## config.mk

```make
export PLATFORM = sky130hd
export DESIGN_NAME = pc_sequencer_flat
export DESIGN_NICKNAME = d
export VERILOG_FILES = /design/src/rtl/pc_sequencer_if.sv /design/src/rtl/pc_sequencer.sv /design/src/flat_wrapper.sv
export SDC_FILE = /design/constraint.sdc
export NUM_CORES = 1
export LEC_CHECK = 0
export ABC_AREA = 1
export BUFFER_PORTS_ARGS = -buffer_cell sky130_fd_sc_hd__buf_2
export CAP_MARGIN = 20
export CORE_MARGIN = 2
export CORE_UTILIZATION = 40
export CTS_CLUSTER_DIAMETER = 150
export DETAILED_ROUTE_END_ITERATION = 8
export GPL_TIMING_DRIVEN = 0
export PLACE_DENSITY_LB_ADDON = 0.08
export SLEW_MARGIN = 20
export SYNTH_ARGS = -nofsm -noshare
export SYNTH_HDL_FRONTEND = slang
export SYNTH_SLANG_ARGS = --single-unit
```

## constraint.sdc

```tcl
create_clock -name clk -period 1.9 [get_ports clk]
set_input_delay 0.19 -clock clk [delete_from_list [all_inputs] [get_ports clk]]
set_output_delay 0.19 -clock clk [all_outputs]
set_load 0.02 [all_outputs]
```

## src/rtl/pc_sequencer_if.sv

```systemverilog
// rtl/pc_sequencer_if.sv - next-PC sequencer bus bundle
//
// Purpose: groups every non-clock/reset signal of pc_sequencer.
//   slave  : the sequencer's view (control inputs in, PC write side out)
//   master : the surrounding pipeline / programCounter view
//
// Signals:
//   PCout      current PC from programCounter
//   stall      hazard stall, PC must not advance
//   br_taken   conditional branch resolved taken, target br_target
//   jmp        unconditional jump, target jmp_target
//   halt       halt instruction decoded
//   resume     leave HALT
//   exc        exception request (only honoured with PC_EXCEPTION_EN)
//   PCin       next PC to programCounter
//   PCwrite    PC write enable
//   flush      one-cycle kill of wrong-path instructions
//   halted     sequencer is in HALT
//   epc        PC saved at the last exception
interface pc_sequencer_if #(
   parameter int WIDTH = 16
);
   logic [WIDTH-1:0] PCout;
   logic             stall;
   logic             br_taken;
   logic [WIDTH-1:0] br_target;
   logic             jmp;
   logic [WIDTH-1:0] jmp_target;
   logic             halt;
   logic             resume;
   logic             exc;
   logic [WIDTH-1:0] PCin;
   logic             PCwrite;
   logic             flush;
   logic             halted;
   logic [WIDTH-1:0] epc;

   modport slave (
      input  PCout, stall, br_taken, br_target, jmp, jmp_target,
      input  halt, resume, exc,
      output PCin, PCwrite, flush, halted, epc
   );

   modport master (
      output PCout, stall, br_taken, br_target, jmp, jmp_target,
      output halt, resume, exc,
      input  PCin, PCwrite, flush, halted, epc
   );
endinterface

```

## src/rtl/pc_sequencer.sv

```systemverilog
// rtl/pc_sequencer.sv - next-PC controller for the programCounter write side
//
// Purpose: each cycle selects between sequential advance, jump/branch
// redirect, hazard stall, halt and (optionally) exception vectoring.
// A redirect seen under stall is parked and replayed on the first
// unstalled cycle. Every redirect write is followed by a one-cycle flush.
//
// Ports:
//   clk   in  system clock, rising edge
//   rst   in  synchronous active-high reset
//   bus   pc_sequencer_if.slave (see rtl/pc_sequencer_if.sv)
//
// Configuration macro: PC_EXCEPTION_EN
//   defined     exc vectors to EXC_VECTOR at top priority, epc captures PCout
//   not defined exc ignored, epc tied to 0, no exception hardware built
module pc_sequencer #(
   parameter int               WIDTH        = 16,
   parameter logic [WIDTH-1:0] RESET_VECTOR = 16'h0000,
   parameter int unsigned      INC          = 2,
   parameter logic [WIDTH-1:0] EXC_VECTOR   = 16'h0040
) (
   input logic           clk,
   input logic           rst,
   pc_sequencer_if.slave bus
);

   typedef enum logic [1:0] {
      S_BOOT = 2'd0,
      S_RUN  = 2'd1,
      S_PEND = 2'd2,
      S_HALT = 2'd3
   } state_t;

   state_t           state_q, state_d;
   logic [WIDTH-1:0] pend_q, pend_d;
   logic             flush_q;
   logic             halted_q;
   logic             redirect;
   logic [WIDTH-1:0] pcin_c;
   logic             pcwrite_c;
   logic [WIDTH-1:0] pc_inc;
   logic [WIDTH-1:0] redir_tgt;
   logic             exc_act;

   // Wraps modulo 2^WIDTH; carry is intentionally dropped.
   assign pc_inc    = bus.PCout + WIDTH'(INC);
   // Jump outranks branch when both are presented together.
   assign redir_tgt = bus.jmp ? bus.jmp_target : bus.br_target;

`ifdef PC_EXCEPTION_EN
   logic [WIDTH-1:0] epc_q;

   assign exc_act = bus.exc;

   // BOOT ignores all inputs, so the exception only lands in RUN/PEND/HALT.
   always_ff @(posedge clk) begin
      if (rst) begin
         epc_q <= '0;
      end else if (exc_act && (state_q != S_BOOT)) begin
         epc_q <= bus.PCout;
      end
   end

   assign bus.epc = epc_q;
`else
   logic unused_exc;

   assign unused_exc = bus.exc;
   assign exc_act    = 1'b0;
   assign bus.epc    = '0;
`endif

   // Next-state and PC write side
   always_comb begin
      state_d   = state_q;
      pend_d    = pend_q;
      pcin_c    = pc_inc;
      pcwrite_c = 1'b0;
      redirect  = 1'b0;

      if (rst) begin
         // Reset itself loads the vector; BOOT repeats it once more.
         pcin_c    = RESET_VECTOR;
         pcwrite_c = 1'b1;
         pend_d    = '0;
         state_d   = S_BOOT;
      end else begin
         unique case (state_q)
            S_BOOT: begin
               pcin_c    = RESET_VECTOR;
               pcwrite_c = 1'b1;
               state_d   = S_RUN;
            end

            S_RUN: begin
               if (exc_act) begin
                  pcin_c    = EXC_VECTOR;
                  pcwrite_c = 1'b1;
                  redirect  = 1'b1;
               end else if (bus.jmp || bus.br_taken) begin
                  if (bus.stall) begin
                     pend_d  = redir_tgt;
                     state_d = S_PEND;
                  end else begin
                     pcin_c    = redir_tgt;
                     pcwrite_c = 1'b1;
                     redirect  = 1'b1;
                  end
               end else if (bus.halt) begin
                  state_d = S_HALT;
               end else if (!bus.stall) begin
                  pcin_c    = pc_inc;
                  pcwrite_c = 1'b1;
               end
            end

            S_PEND: begin
               // Further jmp/br are ignored here: the parked redirect is older.
               if (exc_act) begin
                  pcin_c    = EXC_VECTOR;
                  pcwrite_c = 1'b1;
                  redirect  = 1'b1;
                  pend_d    = '0;
                  state_d   = S_RUN;
               end else if (!bus.stall) begin
                  pcin_c    = pend_q;
                  pcwrite_c = 1'b1;
                  redirect  = 1'b1;
                  pend_d    = '0;
                  state_d   = S_RUN;
               end
            end

            S_HALT: begin
               if (exc_act) begin
                  pcin_c    = EXC_VECTOR;
                  pcwrite_c = 1'b1;
                  redirect  = 1'b1;
                  state_d   = S_RUN;
               end else if (bus.resume) begin
                  pcin_c    = pc_inc;
                  pcwrite_c = 1'b1;
                  state_d   = S_RUN;
               end
            end

            default: begin
               state_d = S_BOOT;
            end
         endcase
      end
   end

   // State, pending target, flush and halted registers
   always_ff @(posedge clk) begin
      if (rst) begin
         state_q  <= S_BOOT;
         pend_q   <= '0;
         flush_q  <= 1'b0;
         halted_q <= 1'b0;
      end else begin
         state_q  <= state_d;
         pend_q   <= pend_d;
         flush_q  <= redirect;
         halted_q <= (state_d == S_HALT);
      end
   end

   assign bus.PCin    = pcin_c;
   assign bus.PCwrite = pcwrite_c;
   assign bus.flush   = flush_q;
   assign bus.halted  = halted_q;

endmodule

```

## src/flat_wrapper.sv

```systemverilog
// flat-port wrapper written by rule: the top's interface ports become plain ports
module pc_sequencer_flat 
#(
   parameter int               WIDTH        = 16,
   parameter logic [WIDTH-1:0] RESET_VECTOR = 16'h0000,
   parameter int unsigned      INC          = 2,
   parameter logic [WIDTH-1:0] EXC_VECTOR   = 16'h0040
)
  (clk, rst, bus_PCout, bus_stall, bus_br_taken, bus_br_target, bus_jmp, bus_jmp_target, bus_halt, bus_resume, bus_exc, bus_PCin, bus_PCwrite, bus_flush, bus_halted, bus_epc);
  pc_sequencer_if #(.WIDTH(WIDTH)) bus_i ();
  input logic clk;
  input logic rst;
  input wire logic [$bits(bus_i.PCout)-1:0] bus_PCout;
  input wire logic [$bits(bus_i.stall)-1:0] bus_stall;
  input wire logic [$bits(bus_i.br_taken)-1:0] bus_br_taken;
  input wire logic [$bits(bus_i.br_target)-1:0] bus_br_target;
  input wire logic [$bits(bus_i.jmp)-1:0] bus_jmp;
  input wire logic [$bits(bus_i.jmp_target)-1:0] bus_jmp_target;
  input wire logic [$bits(bus_i.halt)-1:0] bus_halt;
  input wire logic [$bits(bus_i.resume)-1:0] bus_resume;
  input wire logic [$bits(bus_i.exc)-1:0] bus_exc;
  output wire logic [$bits(bus_i.PCin)-1:0] bus_PCin;
  output wire logic [$bits(bus_i.PCwrite)-1:0] bus_PCwrite;
  output wire logic [$bits(bus_i.flush)-1:0] bus_flush;
  output wire logic [$bits(bus_i.halted)-1:0] bus_halted;
  output wire logic [$bits(bus_i.epc)-1:0] bus_epc;
  assign bus_i.PCout = bus_PCout;
  assign bus_i.stall = bus_stall;
  assign bus_i.br_taken = bus_br_taken;
  assign bus_i.br_target = bus_br_target;
  assign bus_i.jmp = bus_jmp;
  assign bus_i.jmp_target = bus_jmp_target;
  assign bus_i.halt = bus_halt;
  assign bus_i.resume = bus_resume;
  assign bus_i.exc = bus_exc;
  assign bus_PCin = bus_i.PCin;
  assign bus_PCwrite = bus_i.PCwrite;
  assign bus_flush = bus_i.flush;
  assign bus_halted = bus_i.halted;
  assign bus_epc = bus_i.epc;
  pc_sequencer #(.WIDTH(WIDTH), .RESET_VECTOR(RESET_VECTOR), .INC(INC), .EXC_VECTOR(EXC_VECTOR)) u_core (.clk(clk), .rst(rst), .bus(bus_i));
endmodule
```

==> results of run 1 <==
routing by layer:
layer  GRT usage  up-vias
met5           0        -
met4      0.0494        0
met3      0.0359        4
met2       0.325       74
met1       0.316     1000
li1            -     1179
repair_timing:
| action | in CTS | in global routing |
|---|---|---|
| endpoints found under the setup margin | 16 | 16 |
| setup buffers | 5 | 3 |
| gates cloned | 1 | 0 |
| gates resized for setup | 58 | 18 |
| pin swaps | 15 | 6 |
path summary, 6_finish.rpt:
check	to	slack (ns)	depth (start not counted)
setup / recovery	bus_PCin[9]	-0.11	10
hold / removal	u_core.pend_q[1]	0.18	2
setup reg to reg	u_core.pend_q[2]	0.25	10
hold reg to reg	u_core.pend_q[6]	0.52	2
cells by family (layout without fill, tap and decap cells):
logic type                 Yosys count  in the layout
xor gates and xnor gates             2              2
adders and majority gates            6              6
and+or+nand+nor                    145            145
buffers and inverters               56            141
other                                1             16
muxes                                3              3
AOI/OAI and AO/OA                   75             75
DFF                                 20             20
stage by stage:
| stage | hold slack [ns] | instances | cell area [µm²] |
|---|---|---|---|
| after floorplan | 0.262 | 323 | 1970 |
| after global placement | 0.428 | 449 | 2390 |
| after detailed placement | 0.425 | 449 | 2390 |
| after CTS | 0.178 | 459 | 2700 |
| after global routing | 0.173 | 462 | 2780 |
| final | 0.180 | 462 | 2780 |
cell usage in the layout (no fill, tap or decap), drive strengths merged, types with 13 or more instances in the layout:
cell type / n
o21ai: 26
conb: 16
a21oi: 30
buf: 107
nand3: 19
inv: 27
nand2: 92
a22oi: 13
nor2: 26
dfxtp: 20
cell type report:
type                       instances  share of cell area
buffer                            29              0.0827
clock buffer                       4              0.0198
inverter                          27              0.0400
multi-input combinational        247               0.504
sequential                        20               0.147
tap                               54              0.0243
timing repair buffer              81               0.183
critical path, cell delays in order (launching register included):
cell                       delay, ns
sky130_fd_sc_hd__dfxtp_4        0.40
sky130_fd_sc_hd__inv_4          0.05
sky130_fd_sc_hd__ha_4           0.17
sky130_fd_sc_hd__nand2_4        0.05
sky130_fd_sc_hd__nand2_2        0.05
sky130_fd_sc_hd__or2_1          0.23
sky130_fd_sc_hd__buf_6          0.14
sky130_fd_sc_hd__buf_6          0.12
sky130_fd_sc_hd__o211ai_1       0.08
sky130_fd_sc_hd__a21oi_1        0.09
sky130_fd_sc_hd__buf_4          0.16
flip-flops by register name (all words and copies together) (netlist names):
| signal | count |
|---|---|
| u_core.bus.flush | 1 |
| u_core.bus.halted | 1 |
| u_core.pend_q | 16 |
| u_core.state_q | 2 |
where the power goes:
group          total (mW)  internal (mW)  switching (mW)
sequential          0.470          0.448          0.0214
combinational       0.506          0.219           0.287
clock               0.329          0.185           0.144
total                1.30          0.852           0.453
==> results.toml, run 1 <==
[synthesis]
yosys.area_share.xor_xnor = 0.00917
yosysSeqAreaShare = 0.210
synth_top_family_by_area = "simple AND/OR/NAND/NOR gates"
most_frequent_cell_after_synthesis = "sky130_fd_sc_hd__nand2_1"
synth_area_leaders = "sky130_fd_sc_hd__dfxtp_1 21%, sky130_fd_sc_hd__nand2_1 18%, sky130_fd_sc_hd__buf_4 7.5%"
synthCells = 308
library_cells_used_by_synthesis = 34
post_synth_instance_area_mm2 = 0.00191
ys_top_cells_by_count = "92 x sky130_fd_sc_hd__nand2_1, 28 x sky130_fd_sc_hd__a21oi_1, 25 x sky130_fd_sc_hd__inv_1"
synth_area_in_compound_gates = 0.228
synth_top_area_share = 0.210
yosys.area_share.simple = 0.333
synth.ff_latch_count = 20
synth-main-ff-cell = "sky130_fd_sc_hd__dfxtp_1"
asyncSetResetFlopFracSynth = 0
ys_warn_count = 0
synthDominantAreaCellType = "sky130_fd_sc_hd__dfxtp_1"
synth_adder_area_share = 0.0393
avgSynthCellArea_um2 = 6.20
synth_edf_count = 0
post_synth_mux_area_share = 0.0157

[route]
vias = 2257
vias_per_cell = 4.89
dr.pass1.iters = 4
drt-met1-wl_mm = 2.62
wire_per_inst_um = 12.5
remaining_drc_errors = 0
drtAntennaViolNets = 0
wl_met2_mm = 2.67
routed_wl_mm = 5.75
first_iter_violations = 100
detailroute.wirelength.met3_um = 433
topRoutingLayerUsed = "met4"

[timing]
clk_skew_ns = 0.00388
maximum_frequency_from_static_timing_analysis_mhz = 499
timing.final.hold_violations = 0
final_critical_path_setup_slack_ns = -0.105
timing.final.crit_share = 1.06
finalCriticalPeriod_ns = 2.01
finalSetupViolCount = 14
rsz0062_at_grt = "true"
setup_tns_final_ns = -0.739
finalMaxSlewViolations = 0

[floorplanning]
die_y_um = 73.1
die_area_mm2 = 0.00535
dieWidth_um = 73.1
initial_utilization = 0.410
fp-row-count = 25
boundaryPins = 91
core_region_area_mm2 = 0.00466

[global_routing]
grt_pass1_vias = 1907
grt_overflow = 0
antenna_found_initial = 0
grt_util_all_layers = 0.215
grt_max_degree = 12
first_pass_grt_wire_length_mm = 9.04

[clock_tree]
clock_pin_slew_on_the_worst_setup_and_hold_paths_ns = 0.08
max-clock-path-buffers = 2
cts_inserted_buffers = 3
cts.sink_count = 20
cts.root.buffer_cell = "sky130_fd_sc_hd__clkbuf_8"
clock_tree.htree_level_count = 1
hold_buf_count_cts = 0
insertion_delay_of_the_later_clocked_pin_in_the_worst_skew_pair_ns = 0.26
cts_tree = "done"

[status]
status = "finished, violations left"
violations = "setup timing"

[finish]
fraction_of_layout_instances_using_a_drive_strength_above_1 = 0.397
insertedDiodeCount = 0
nFillCells = 458
syn_to_final_growth_pct = 45.6
multi_input_logic_area_mm2 = 0.00140
ff_latch_area_um2 = 408
postLayoutCoreUtil = 0.597
design.final.nets = 471

[pwr]
power_leakage_nw = 1.42
totalPowerFinal_mw = 1.30
ir_worst_vdd_v = 0.000503
power_density_mw_per_mm2 = 469

[worst_setup_path]
crit_path_max_fanout = 4
cp_data_arrival_time_ns = 1.82
crit_path_end_kind = "primary output"
critPathRequiredTime_ns = 1.71
ws_path_type = "register to primary output"
critPathLaunchType = "register"
critical_path.reg2reg.startpoint = "u_core.state_q[0]"
critical_path.startpoint = "u_core.state_q[0]"

[worst_hold_path]
hold_class = "primary input to register"
hold_path.startpoint = "rst"

[placed_design]
placement.io_buffers = 72
place_congestion = 0.919
detailedPlace.worstSlack_ns = -0.227
dp.final_hpwl_mm = 4.34

[job]
maxCapViolCount = 0
No activity file was read; power rests on OpenSTA's default activity.
==> run 2: changes to the inputs <==
Settings changed: PLACE_DENSITY set to 0.71, PLACE_DENSITY_LB_ADDON 0.08 to unset.
==> results.toml, run 2 (synthesis results as in run 1) <==
[status]
status = "finished, violations left"
violations = "setup timing"

[placed_design]
detailedPlace.worstSlack_ns = -0.150
place_congestion = 0.920
placement.io_buffers = 72
postPlaceCellArea_mm2 = 0.00239
dp.final_hpwl_mm = 4.46

[pwr]
power_density_mw_per_mm2 = 465
power_leakage_nw = 1.45
power_switching_uw = 461
combPwrFrac = 0.399
totalPowerFinal_mw = 1.32
power.share.switching = 0.349
power_frac_clock = 0.244
pwr-share-seq = 0.357
power.internal_uw = 860
ir_worst_vdd_v = 0.000602

[route]
remaining_drc_errors = 0
first_iter_violations = 99
vias = 2293
vias_per_cell = 4.94
routed_wl_mm = 6.00
dr.pass1.iters = 4
drtAntennaViolNets = 0
wire_per_inst_um = 12.9

[timing]
maximum_frequency_from_static_timing_analysis_mhz = 497
finalSetupViolCount = 14
timing.final.crit_share = 1.06
clk_skew_ns = 0.00498
finalCriticalPeriod_ns = 2.01
timing.final.hold_violations = 0
rsz0062_at_grt = "true"
final_critical_path_setup_slack_ns = -0.112
finalMaxSlewViolations = 0

[worst_setup_path]
crit-reg2reg-capture = "u_core.pend_q[2]"
timing.critical_path.max_delay_family = "buffers and inverters"
worst_r2r_path_depth = 10
critPathLaunchType = "register"
ws_path_type = "register to primary output"
critical_path.startpoint = "u_core.state_q[1]"
worst-path-buf-inv = 5
crit_path_max_fanout = 4
cp_slowest_stage_delay_ns = 0.39
critical_path.reg2reg.startpoint = "u_core.state_q[0]"
cp_data_arrival_time_ns = 1.82
crit_path_cell_trace = "inv_4, ha_4, inv_4, nor2_4, or2_1, buf_6, buf_6, o211ai_1, a21oi_1, buf_4"
critPathRequiredTime_ns = 1.71
crit_path_end_kind = "primary output"
worstSetupPathDepth = 10
critPathSlowestCell = "sky130_fd_sc_hd__dfxtp_4"
cp-endpoint = "bus_PCin[9]"
regToRegSetupSlack_ns = 0.22

[finish]
largest_registers = "u_core.pend_q: 16 flops, u_core.state_q: 2 flops"
biggest_register = "u_core.pend_q"
mostFrequentLayoutCells = "84 x sky130_fd_sc_hd__nand2_1, 61 x sky130_fd_sc_hd__buf_2, 35 x sky130_fd_sc_hd__buf_4, 22 x sky130_fd_sc_hd__inv_1, 20 x sky130_fd_sc_hd__nor2_1"
nFillCells = 439
largest_register_ff_count = 16
design.final.nets = 473
final_instance_area_mm2 = 0.00284
fraction_of_layout_instances_using_a_drive_strength_above_1 = 0.402
syn_to_final_growth_pct = 48.6
insertedDiodeCount = 0
final_common_cell = "sky130_fd_sc_hd__nand2_1"

[global_routing]
first_pass_grt_wire_length_mm = 9.32
grt_max_degree = 12
grt_overflow = 0
antenna_found_initial = 0
grt_pass1_vias = 2097
grt_util_all_layers = 0.219

[worst_hold_path]
hold_class = "primary input to register"

[clock_tree]
insertion_delay_of_the_later_clocked_pin_in_the_worst_skew_pair_ns = 0.26
cts.sink_count = 20
cts.root.buffer_cell = "sky130_fd_sc_hd__clkbuf_8"
clock_pin_slew_on_the_worst_setup_and_hold_paths_ns = 0.07
cts_tree = "done"
clock_tree.htree_level_count = 1
cts_inserted_buffers = 3
max-clock-path-buffers = 2

[floorplanning]
dieWidth_um = 73.1
initial_utilization = 0.410
boundaryPins = 91
core_region_area_mm2 = 0.00466
die_area_mm2 = 0.00535
fp-row-count = 25
die_y_um = 73.1

[job]
maxCapViolCount = 0
run 2: changes by cell type in the layout (fill, tap and decap cells not counted), sizes merged:
cell,delta
buf,+3
clkbuf,-1
run 2: worst register-to-register path: stages, from the launching register on:
cell and delay, ns:
sky130_fd_sc_hd__dfxtp_4 0.40, sky130_fd_sc_hd__inv_4 0.05, sky130_fd_sc_hd__ha_4 0.17, sky130_fd_sc_hd__buf_4 0.15, sky130_fd_sc_hd__inv_1 0.14, sky130_fd_sc_hd__nand3_1 0.11, sky130_fd_sc_hd__o21ai_2 0.13, sky130_fd_sc_hd__buf_4 0.21
sky130_fd_sc_hd__o21ai_0 0.08, sky130_fd_sc_hd__o21ai_0 0.08, sky130_fd_sc_hd__nor2_1 0.06
run 2: how the worst min path moves through the flow:
stage | startpoint | endpoint | depth (start not counted)
floorplan | rst | u_core.pend_q[0] | 1
global placement | rst | u_core.pend_q[0] | 2
CTS | rst | u_core.pend_q[0] | 2
detailed placement | rst | u_core.pend_q[0] | 2
finish | rst | u_core.pend_q[0] | 2
global route | rst | u_core.pend_q[0] | 2
run 2: final cells by class:
class	count	area [µm²]	area share
Clock buffer	4	55.1	0.0194
Buffer	29	224	0.0789
Timing Repair Buffer	83	522	0.184
Inverter	27	111	0.0392
Sequential cell	20	408	0.144
Tap cell	54	67.6	0.0238
Multi-Input combinational cell	247	1450	0.511
run 2: repair_timing:
action / in CTS / in global routing
setup endpoints to repair: 16 / 16
setup buffers: 8 / 2
pin swaps: 16 / 6
gates cloned: 1 / 0
hold buffers: 0 / 0
resized for setup: 62 / 21
run 2: power by group through the flow:
stage / registers [mW] / clock network, mW / logic (mW)
after floorplan: 0.472 / 0 / 0.288
after global placement: 0.474 / 0 / 0.412
after detailed placement: 0.475 / 0 / 0.417
after CTS: 0.470 / 0.328 / 0.494
after global routing: 0.475 / 0.358 / 0.578
final: 0.471 / 0.322 / 0.527
run 2: metal layers:
layer	share of wire	track usage	up-vias
met5	0	0	-
met4	0.018	0.0720	0
met3	0.060	0.0318	12
met2	0.50	0.367	68
met1	0.43	0.287	1027
li1	-	-	1186
run 2: per-stage QoR:
stage               hold WS (ns)  utilization  cells  TNS (ns)
detailed placement         0.426        0.514    449     -1.50
CTS                        0.185        0.589    462    -0.651
floorplan                  0.262            -    323         0
finish                     0.192        0.609    464    -0.777
global route               0.187        0.609    464     -1.59
global placement           0.429        0.514    449     -1.16
